$ cat src/rtl/cmd_issuer.sv
// cmd_issuer: buffers request bytes in a small FIFO and issues each one to the
// medium processing FSM as a start pulse followed by a data_valid beat. Every
// transaction is then classified as completed, errored or timed out, and
// saturating counters keep track of the outcomes.
module cmd_issuer #(
    parameter int DW      = 8,
    parameter int DEPTH   = 4,
    parameter int TIMEOUT = 16,
    parameter int CNT_W   = 8
) (
    input  logic                     clk,
    input  logic                     reset,
    input  logic                     req_valid,
    input  logic [DW-1:0]            req_data,
    output logic                     req_ready,
    input  logic                     fsm_ready,
    input  logic                     fsm_done,
    input  logic [DW-1:0]            fsm_data_out,
    output logic                     fsm_start,
    output logic                     fsm_data_valid,
    output logic [DW-1:0]            fsm_data_in,
    output logic                     busy,
    output logic                     result_valid,
    output logic [DW-1:0]            last_result,
    output logic                     err_pulse,
    output logic                     timeout_pulse,
    output logic [CNT_W-1:0]         ok_count,
    output logic [CNT_W-1:0]         err_count,
    output logic [$clog2(DEPTH):0]   fifo_level
);

    localparam int AW = $clog2(DEPTH);
    localparam int LW = AW + 1;
    localparam int TW = $clog2(TIMEOUT);

    localparam logic [LW-1:0]    FULL_LVL  = LW'(DEPTH);
    localparam logic [TW-1:0]    WAIT_LAST = TW'(TIMEOUT - 1);
    localparam logic [CNT_W-1:0] CNT_MAX   = {CNT_W{1'b1}};

    typedef enum logic [1:0] {
        ST_IDLE  = 2'd0,
        ST_ISSUE = 2'd1,
        ST_DATA  = 2'd2,
        ST_WAIT  = 2'd3
    } state_t;

    // Increment that sticks at the all-ones value instead of wrapping.
    function automatic logic [CNT_W-1:0] sat_inc(input logic [CNT_W-1:0] value);
        logic [CNT_W-1:0] result;
        if (value == CNT_MAX) begin
            result = value;
        end else begin
            result = value + CNT_W'(1);
        end
        return result;
    endfunction

    logic [DW-1:0]    mem_r [DEPTH];
    logic [AW-1:0]    wr_ptr_r;
    logic [AW-1:0]    rd_ptr_r;
    logic [LW-1:0]    level_r;
    state_t           state_r;
    logic [TW-1:0]    wait_cnt_r;
    logic             result_valid_r;
    logic             err_pulse_r;
    logic             timeout_pulse_r;
    logic [DW-1:0]    last_result_r;
    logic [CNT_W-1:0] ok_count_r;
    logic [CNT_W-1:0] err_count_r;

    logic             req_ready_s;
    logic             push_s;
    logic             pop_s;
    logic [DW-1:0]    data_in_s;

    // Full is judged on the registered level only, so a pop in the same cycle
    // never opens room for a push into a full FIFO.
    assign req_ready_s = (level_r != FULL_LVL);
    assign push_s      = req_valid && req_ready_s;
    assign pop_s       = (state_r == ST_DATA);

    // Drive the head byte only during the DATA beat; zero otherwise.
    always_comb begin
        data_in_s = {DW{1'b0}};
        if (state_r == ST_DATA) begin
            data_in_s = mem_r[rd_ptr_r];
        end else begin
            data_in_s = {DW{1'b0}};
        end
    end

    // FIFO storage: write the pushed byte at the write pointer.
    always_ff @(posedge clk or posedge reset) begin
        if (reset) begin
            for (int i = 0; i < DEPTH; i++) begin
                mem_r[i] <= {DW{1'b0}};
            end
        end else if (push_s) begin
            mem_r[wr_ptr_r] <= req_data;
        end
    end

    // FIFO pointers and occupancy; pointers wrap naturally modulo DEPTH.
    always_ff @(posedge clk or posedge reset) begin
        if (reset) begin
            wr_ptr_r <= {AW{1'b0}};
            rd_ptr_r <= {AW{1'b0}};
            level_r  <= {LW{1'b0}};
        end else begin
            if (push_s) begin
                wr_ptr_r <= wr_ptr_r + AW'(1);
            end
            if (pop_s) begin
                rd_ptr_r <= rd_ptr_r + AW'(1);
            end
            case ({push_s, pop_s})
                2'b10:   level_r <= level_r + LW'(1);
                2'b01:   level_r <= level_r - LW'(1);
                default: level_r <= level_r;
            endcase
        end
    end

    // Issue FSM: sequencing, wait timer, outcome pulses, result capture, counters.
    always_ff @(posedge clk or posedge reset) begin
        if (reset) begin
            state_r         <= ST_IDLE;
            wait_cnt_r      <= {TW{1'b0}};
            result_valid_r  <= 1'b0;
            err_pulse_r     <= 1'b0;
            timeout_pulse_r <= 1'b0;
            last_result_r   <= {DW{1'b0}};
            ok_count_r      <= {CNT_W{1'b0}};
            err_count_r     <= {CNT_W{1'b0}};
        end else begin
            result_valid_r  <= 1'b0;
            err_pulse_r     <= 1'b0;
            timeout_pulse_r <= 1'b0;
            case (state_r)
                ST_IDLE: begin
                    if ((level_r != {LW{1'b0}}) && fsm_ready) begin
                        state_r <= ST_ISSUE;
                    end else begin
                        state_r <= ST_IDLE;
                    end
                end
                ST_ISSUE: begin
                    state_r <= ST_DATA;
                end
                ST_DATA: begin
                    state_r    <= ST_WAIT;
                    wait_cnt_r <= {TW{1'b0}};
                end
                ST_WAIT: begin
                    if (fsm_done) begin
                        last_result_r  <= fsm_data_out;
                        result_valid_r <= 1'b1;
                        ok_count_r     <= sat_inc(ok_count_r);
                        state_r        <= ST_IDLE;
                    end else if (fsm_ready) begin
                        // FSM went back to idle without reporting completion.
                        err_pulse_r <= 1'b1;
                        err_count_r <= sat_inc(err_count_r);
                        state_r     <= ST_IDLE;
                    end else if (wait_cnt_r == WAIT_LAST) begin
                        timeout_pulse_r <= 1'b1;
                        err_count_r     <= sat_inc(err_count_r);
                        state_r         <= ST_IDLE;
                    end else begin
                        wait_cnt_r <= wait_cnt_r + TW'(1);
                    end
                end
                default: begin
                    state_r <= ST_IDLE;
                end
            endcase
        end
    end

    // Hold req_ready low while reset is applied; afterwards it tracks !full.
    assign req_ready      = req_ready_s && !reset;
    assign fsm_start      = (state_r == ST_ISSUE);
    assign fsm_data_valid = (state_r == ST_DATA);
    assign fsm_data_in    = data_in_s;
    assign busy           = (state_r != ST_IDLE);
    assign result_valid   = result_valid_r;
    assign last_result    = last_result_r;
    assign err_pulse      = err_pulse_r;
    assign timeout_pulse  = timeout_pulse_r;
    assign ok_count       = ok_count_r;
    assign err_count      = err_count_r;
    assign fifo_level     = level_r;

endmodule

$ cat config.mk
export PLATFORM = sky130hd
export DESIGN_NAME = cmd_issuer
export DESIGN_NICKNAME = d
export VERILOG_FILES = /design/src/rtl/cmd_issuer.sv
export SDC_FILE = /design/constraint.sdc
export NUM_CORES = 1
export LEC_CHECK = 0
export CAP_MARGIN = 15
export CORE_ASPECT_RATIO = 0.6
export CORE_MARGIN = 2
export CORE_UTILIZATION = 52
export DETAILED_ROUTE_END_ITERATION = 8
export GPL_ROUTABILITY_DRIVEN = 0
export PLACE_DENSITY = 0.77
export SYNTH_ARGS = -nofsm -noshare
export SYNTH_HDL_FRONTEND = slang
export SYNTH_SLANG_ARGS = --single-unit
$ cat constraint.sdc
create_clock -name clk -period 3.07 [get_ports clk]
set_input_delay 0.4605 -clock clk [delete_from_list [all_inputs] [get_ports clk]]
set_output_delay 0.4605 -clock clk [all_outputs]
set_load 0.01 [all_outputs]
* Word level (Yosys, flattened, before mapping)
Cells that the tools add are included. Widths: inputs -> output; s select.
Word-level totals: bits in writable memories 0, logic and storage cells 86, ROM bits 0, bits of input ports 21, bits in latches 0, register bits 72, memories 0
Cells by class: equality and inequality tests 13, div/mod/pow operators 0, muxes and demuxes 29, multipliers 0, shift operators 0, reduce and logical (&&, ||, !) cells 15, $add $sub $neg 7, bitwise gates (word level) 4, magnitude comparators 3
Operators with widths (number):
- $mux 8 | 7
- $bwmux 32 | 1
- $add 8x1->8 const B | 2
- $bmux 8 s2 | 1
- $demux 8 s2 | 1
- $eq 8x8->1 const B | 2
- $mux 4 | 3
- $mux 1 | 10
- $pmux 2 s4 | 1
- $pmux 4 s2 | 1
- $reduce_bool 2->1 | 4
- $eq 2x2->1 const B | 3
- $ge 3x3->1 const B | 2
- $mux 2 | 3
- $ne 2x2->1 const B | 3
- $not 2->3 | 2
- $pmux 3 s2 | 1
- $reduce_and 3->1 | 2
- $add 2x1->2 const B | 2
- $add 4x1->4 const B | 1
- $eq 2x1->1 const B | 2
- $eq 4x4->1 const B | 1
- $logic_and 1x1->1 | 4
- $ne 4x4->1 const B | 1
- 10 further kinds | 11

* Depth between registers and ports, before layout
depth in word-level cells 6, mapped depth 9

* Worst setup path before layout
OpenSTA, ideal clock, no wires.
kind flip-flop to flip-flop, start point register level_r[0], in the netlist fifo_level[0], end point register level_r[2], in the netlist fifo_level[2], data arrival time 1.774 ns, stages on the path, launching flop included 10, clock period less this slack 1.853 ns, library setup time 0.079 ns, buffers on the path 0, setup slack 1.217 ns, path through dfrtp_1 -> nor2_1 -> a21boi_2 -> inv_1 -> ha_1 -> inv_1 -> fa_1 -> xor2_1 -> nor2_1 -> xor2_1
Between the ends: word-level cells in the longest chain between the ends 4, elaborated cells between the ends (all ways) 8, classes of those cells 2 x add/sub; 3 x eq/ne; 1 x mux; 2 x reduce/logical
RTL lines:
- start, declared | RTL line 61 | logic [LW-1:0] level_r;
- start signal, assigned | RTL line 108 | level_r <= {LW{1'b0}};
- start signal, assigned | RTL line 117 | 2'b10: level_r <= level_r + LW'(1);
- start signal, assigned | RTL line 118 | 2'b01: level_r <= level_r - LW'(1);
- $ne 3x3->1 | RTL line 78 | assign req_ready_s = (level_r != FULL_LVL);
- $logic_and 1x1->1 | RTL line 79 | assign push_s = req_valid && req_ready_s;
- $eq 2x1->1 / $eq 2x2->1 (equally long branches) | RTL line 116 | case ({push_s, pop_s})
- $pmux 3 s2 / $reduce_bool 2->1 (equally long branches)
Parallel ways exist; a longest one is shown, timed or not. A chain may end at the register's enable or synchronous reset.

* Worst setup path after layout
start point register rd_ptr_r[0], end point output port fsm_data_in[1]
Between the ends: word-level cells in the longest chain between the ends 5
RTL lines:
- start, declared | RTL line 60 | logic [AW-1:0] rd_ptr_r;
- start signal, assigned | RTL line 107 | rd_ptr_r <= {AW{1'b0}};
- start signal, assigned | RTL line 114 | rd_ptr_r <= rd_ptr_r + AW'(1);
- $not 2->3 (not written as such) | RTL line 86 | data_in_s = mem_r[rd_ptr_r];
- $bmux 8 s2 | RTL line 86
- $mux 8 (not written as such) (2 in series) | RTL line 86
- $mux 8 | RTL line 85 | if (state_r == ST_DATA) begin
- end, declared | RTL line 21 | output logic [DW-1:0] fsm_data_in,
Every way passes these cells. The select of a mux whose other input is x is not followed.

==> qor.csv <==
stage,metric,value,unit
status,status,"complete, no violations",
clocking,CTS Buf Count,9,
clocking,hold-fix buffers at CTS,0,
detailed_routing,Vias/cell,5.30,
detailed_routing,antenna-violating nets left,0,
cells_and_area,Finished Layout Cells,419,
timing,"Slew Viols, Final",0,
worst_setup_path,startpoint class of the critical path,flip-flop,
worst_setup_path,Crit path arrival time,2290,ps
global_routing,pin count of the biggest net entering global routing,44,
power,worst IR drop on VDD,0.545,mV
timing,Setup Skew,9.97,ps
timing,Max-slew headroom,0.571,
worst_setup_path,Reg-to-Reg Start,state_r[0],
clocking,clk sinks,72,
yosys,cell taking the most area after synthesis,dfrtp_1,
clocking,worst skew pair latency,340,ps
cells_and_area,ANT cells,0,
placed_design,DP HPWL,4.69,mm
global_routing,vias in the first global route,2249,
power,power share of the clock group,0.195,
worst_setup_path,launch point of the worst path,rd_ptr_r[0],
cells_and_area,area grow syn2layout,28.3,%
clocking,H-tree Lvls,3,
timing,unrepaired setup endpoints after global routing,false,
placed_design,IO Port Bufs,62,
timing,measured slew at the worst slew-check pin,642,ps
power,Internal Pwr Total,0.00285,W
timing,min cycle time layout,2760,ps
yosys,Async SR Flop Fraction,1.00,
cells_and_area,layout cell share with drive strength beyond 1,0.239,
power,switching pwr,0.00133,W
yosys,"top cells by count, synth","72 x dfrtp_1, 49 x mux2_2, 18 x nand2_1",
clocking,CTS tree,yes,
die,die footprint,7130,um^2
die,Starting Density,0.544,
yosys,Synth Flop Type,dfrtp_1,
yosys,syn avg cell area,12.9,um^2
worst_setup_path,FF-to-FF path depth,8,
timing,count of final hold-check violations,0,
yosys,Seq cells post-synth,72,
yosys,share of the synthesized area in the top cell type,0.537,
cells_and_area,sequential cell area,1800,um^2
yosys,Synthesis Warnings,0,
timing,Fin Setup TNS,0,ps
yosys,"count leader, synth",dfrtp_1,
placed_design,Post-Place Cells,403,
power,PwrDens,971,nW/um^2
clocking,CTS root buf,clkbuf_8,
clocking,"CTS clk-pin slew, worst paths",70,ps
die,row cnt,22,
yosys,Syn Inst Count,260,
worst_setup_path,Required @ worst endpoint,2610,ps
hold_path,Worst Hold Class,flip-flop to flip-flop,
worst_setup_path,CP endpoint kind,primary output,
die,core area,6170,um^2
global_routing,total gr overflow,0,
cells_and_area,# fillers,455,
timing,"Period Utilization, post-route",0.897,
clocking,worst-case clock buffer depth,2,
clocking,postcts setup bufs,0,
yosys,top post-synthesis cells by area,"dfrtp_1 54%, mux2_2 16%, mux4_2 5.4%",
run,Max Cap Viol,0,
yosys,Netlist cell types,31,
cells_and_area,cell area after layout,4300,um^2
timing,FMAX,0.363,GHz
detailed_routing,Vias,2219,
placed_design,placed instance area,4080,um^2
clocking,Resize count post-CTS,0,
worst_setup_path,kind of critical path,flip-flop to primary output,
hold_path,hold_sp,mem_r[8],
worst_setup_path,"critical path fanouts, max",10,
die,die extent in y,66.2,um
power,Seq pwr share,0.398,
global_routing,GRT Total Usage,0.204,
detailed_routing,Pre-Repair DR Iteration Count,4,
hold_path,Hold Path Stages,1,
die,Die X,108,um
cells_and_area,multi-input logic area,1480,um^2
power,LEAKAGE,1.84,nW
detailed_routing,final wirelength,6.46,mm
power,Comb pwr share,0.407,
global_routing,initial antenna violation count,0,
die,Top Ports,63,
global_routing,first-pass GRT wire length,10.9,mm
yosys,"EDFF count, synth",0,
power,Sw Share,0.318,
yosys,Mapped Nets,294,
yosys,Synth Cell Area,3350,um^2
yosys,register area share after synthesis,0.537,
detailed_routing,Iter 0 DRT Violations,74,
cells_and_area,Final nets,364,
timing,final setup fails,0,
detailed_routing,wire per inst,15.4,um
detailed_routing,DRC viols,0,
==> critical path, cell delays in order (launching register included) <==
cell             delay, ps
dfrtp_1                730
mux4_2                 570
and2_1                 180
clkdlybuf4s50_1        480
==> layout make-up <==
class,instances,area share
sequential,72,0.419
multi-input combinational,169,0.344
timing repair buffer,63,0.149
clock buffer,11,0.0328
tap,84,0.0244
clock inverter,5,0.0186
inverter,15,0.0131
==> final timing paths <==
check,to,slack (ps)
max,fsm_data_in[1],310
min,mem_r[8],500
max reg2reg,fifo_level[2],720
min reg2reg,mem_r[8],500
max in group asynchronous,mem_r[13],1860
min in group asynchronous,ok_count[3],560
==> cells in the final DEF, fill, tap and decap left out, types with 2 or more instances in the layout <==
cell type        count
dfrtp_1             72
clkdlybuf4s50_1     62
mux2_2              49
nand2_1             18
inv_1               14
ha_1                12
and2_1              11
nand3_1             10
clkbuf_8            10
nor2_1               9
xnor2_1              8
mux4_2               8
o21ai_0              7
nand4_1              5
a21oi_1              5
nand2_2              4
xor2_1               4
nor3_1               3
mux2i_1              3
nand2b_1             2
bufinv_16            2
clkinvlp_4           2
==> cells by family (layout without fill, tap and decap cells) <==
logic type,Yosys count,after routing,synth area share
buffers and inverters,19,94,0.0220
AND/OR/NAND/NOR,67,67,0.101
AO/OA/AOI/OAI,17,17,0.0306
multiplexers,60,60,0.227
adder cells (fa/ha/maj),13,13,0.0507
XOR/XNOR,12,12,0.0313
flip-flops,72,72,0.537
==> power groups by stage <==
stage	clock, W	combinational (W)	sequential, W
final	0.000816	0.00170	0.00166
after global routing	0.000878	0.00187	0.00172
after CTS	0.000834	0.00173	0.00166
after detailed placement	0	0.00171	0.00168
after global placement	0	0.00165	0.00166
after floorplan	0	0.00107	0.00161
==> routing by layer <==
metal  global-route usage  part of all wire  routed length [um]
met5                    0                 0                   0
met1                0.272              0.48                3080
met4               0.0609             0.011                  68
met2                0.304              0.44                2860
met3               0.0857             0.071                 456
==> flip-flops by register name (all words and copies together) (netlist names), 2 cells and up <==
name and flops:
mem_r 32, last_result 8, ok_count 8, state_r 2
wait_cnt_r 4, rd_ptr_r 2, fifo_level 3, err_count 8
wr_ptr_r 2
==> per-stage QoR <==
step | hold WS [ps] | setup WS (ps) | utilization | power, W
2_1_floorplan | 471 | 785 | - | 0.00268
4_1_cts | 505 | 278 | 0.698 | 0.00422
3_3_place_gp | 482 | 661 | 0.662 | 0.00331
5_1_grt | 519 | 179 | 0.698 | 0.00447
6_report | 502 | 315 | 0.698 | 0.00418
3_5_place_dp | 489 | 624 | 0.662 | 0.00339
(Power assumes the default switching activity.)
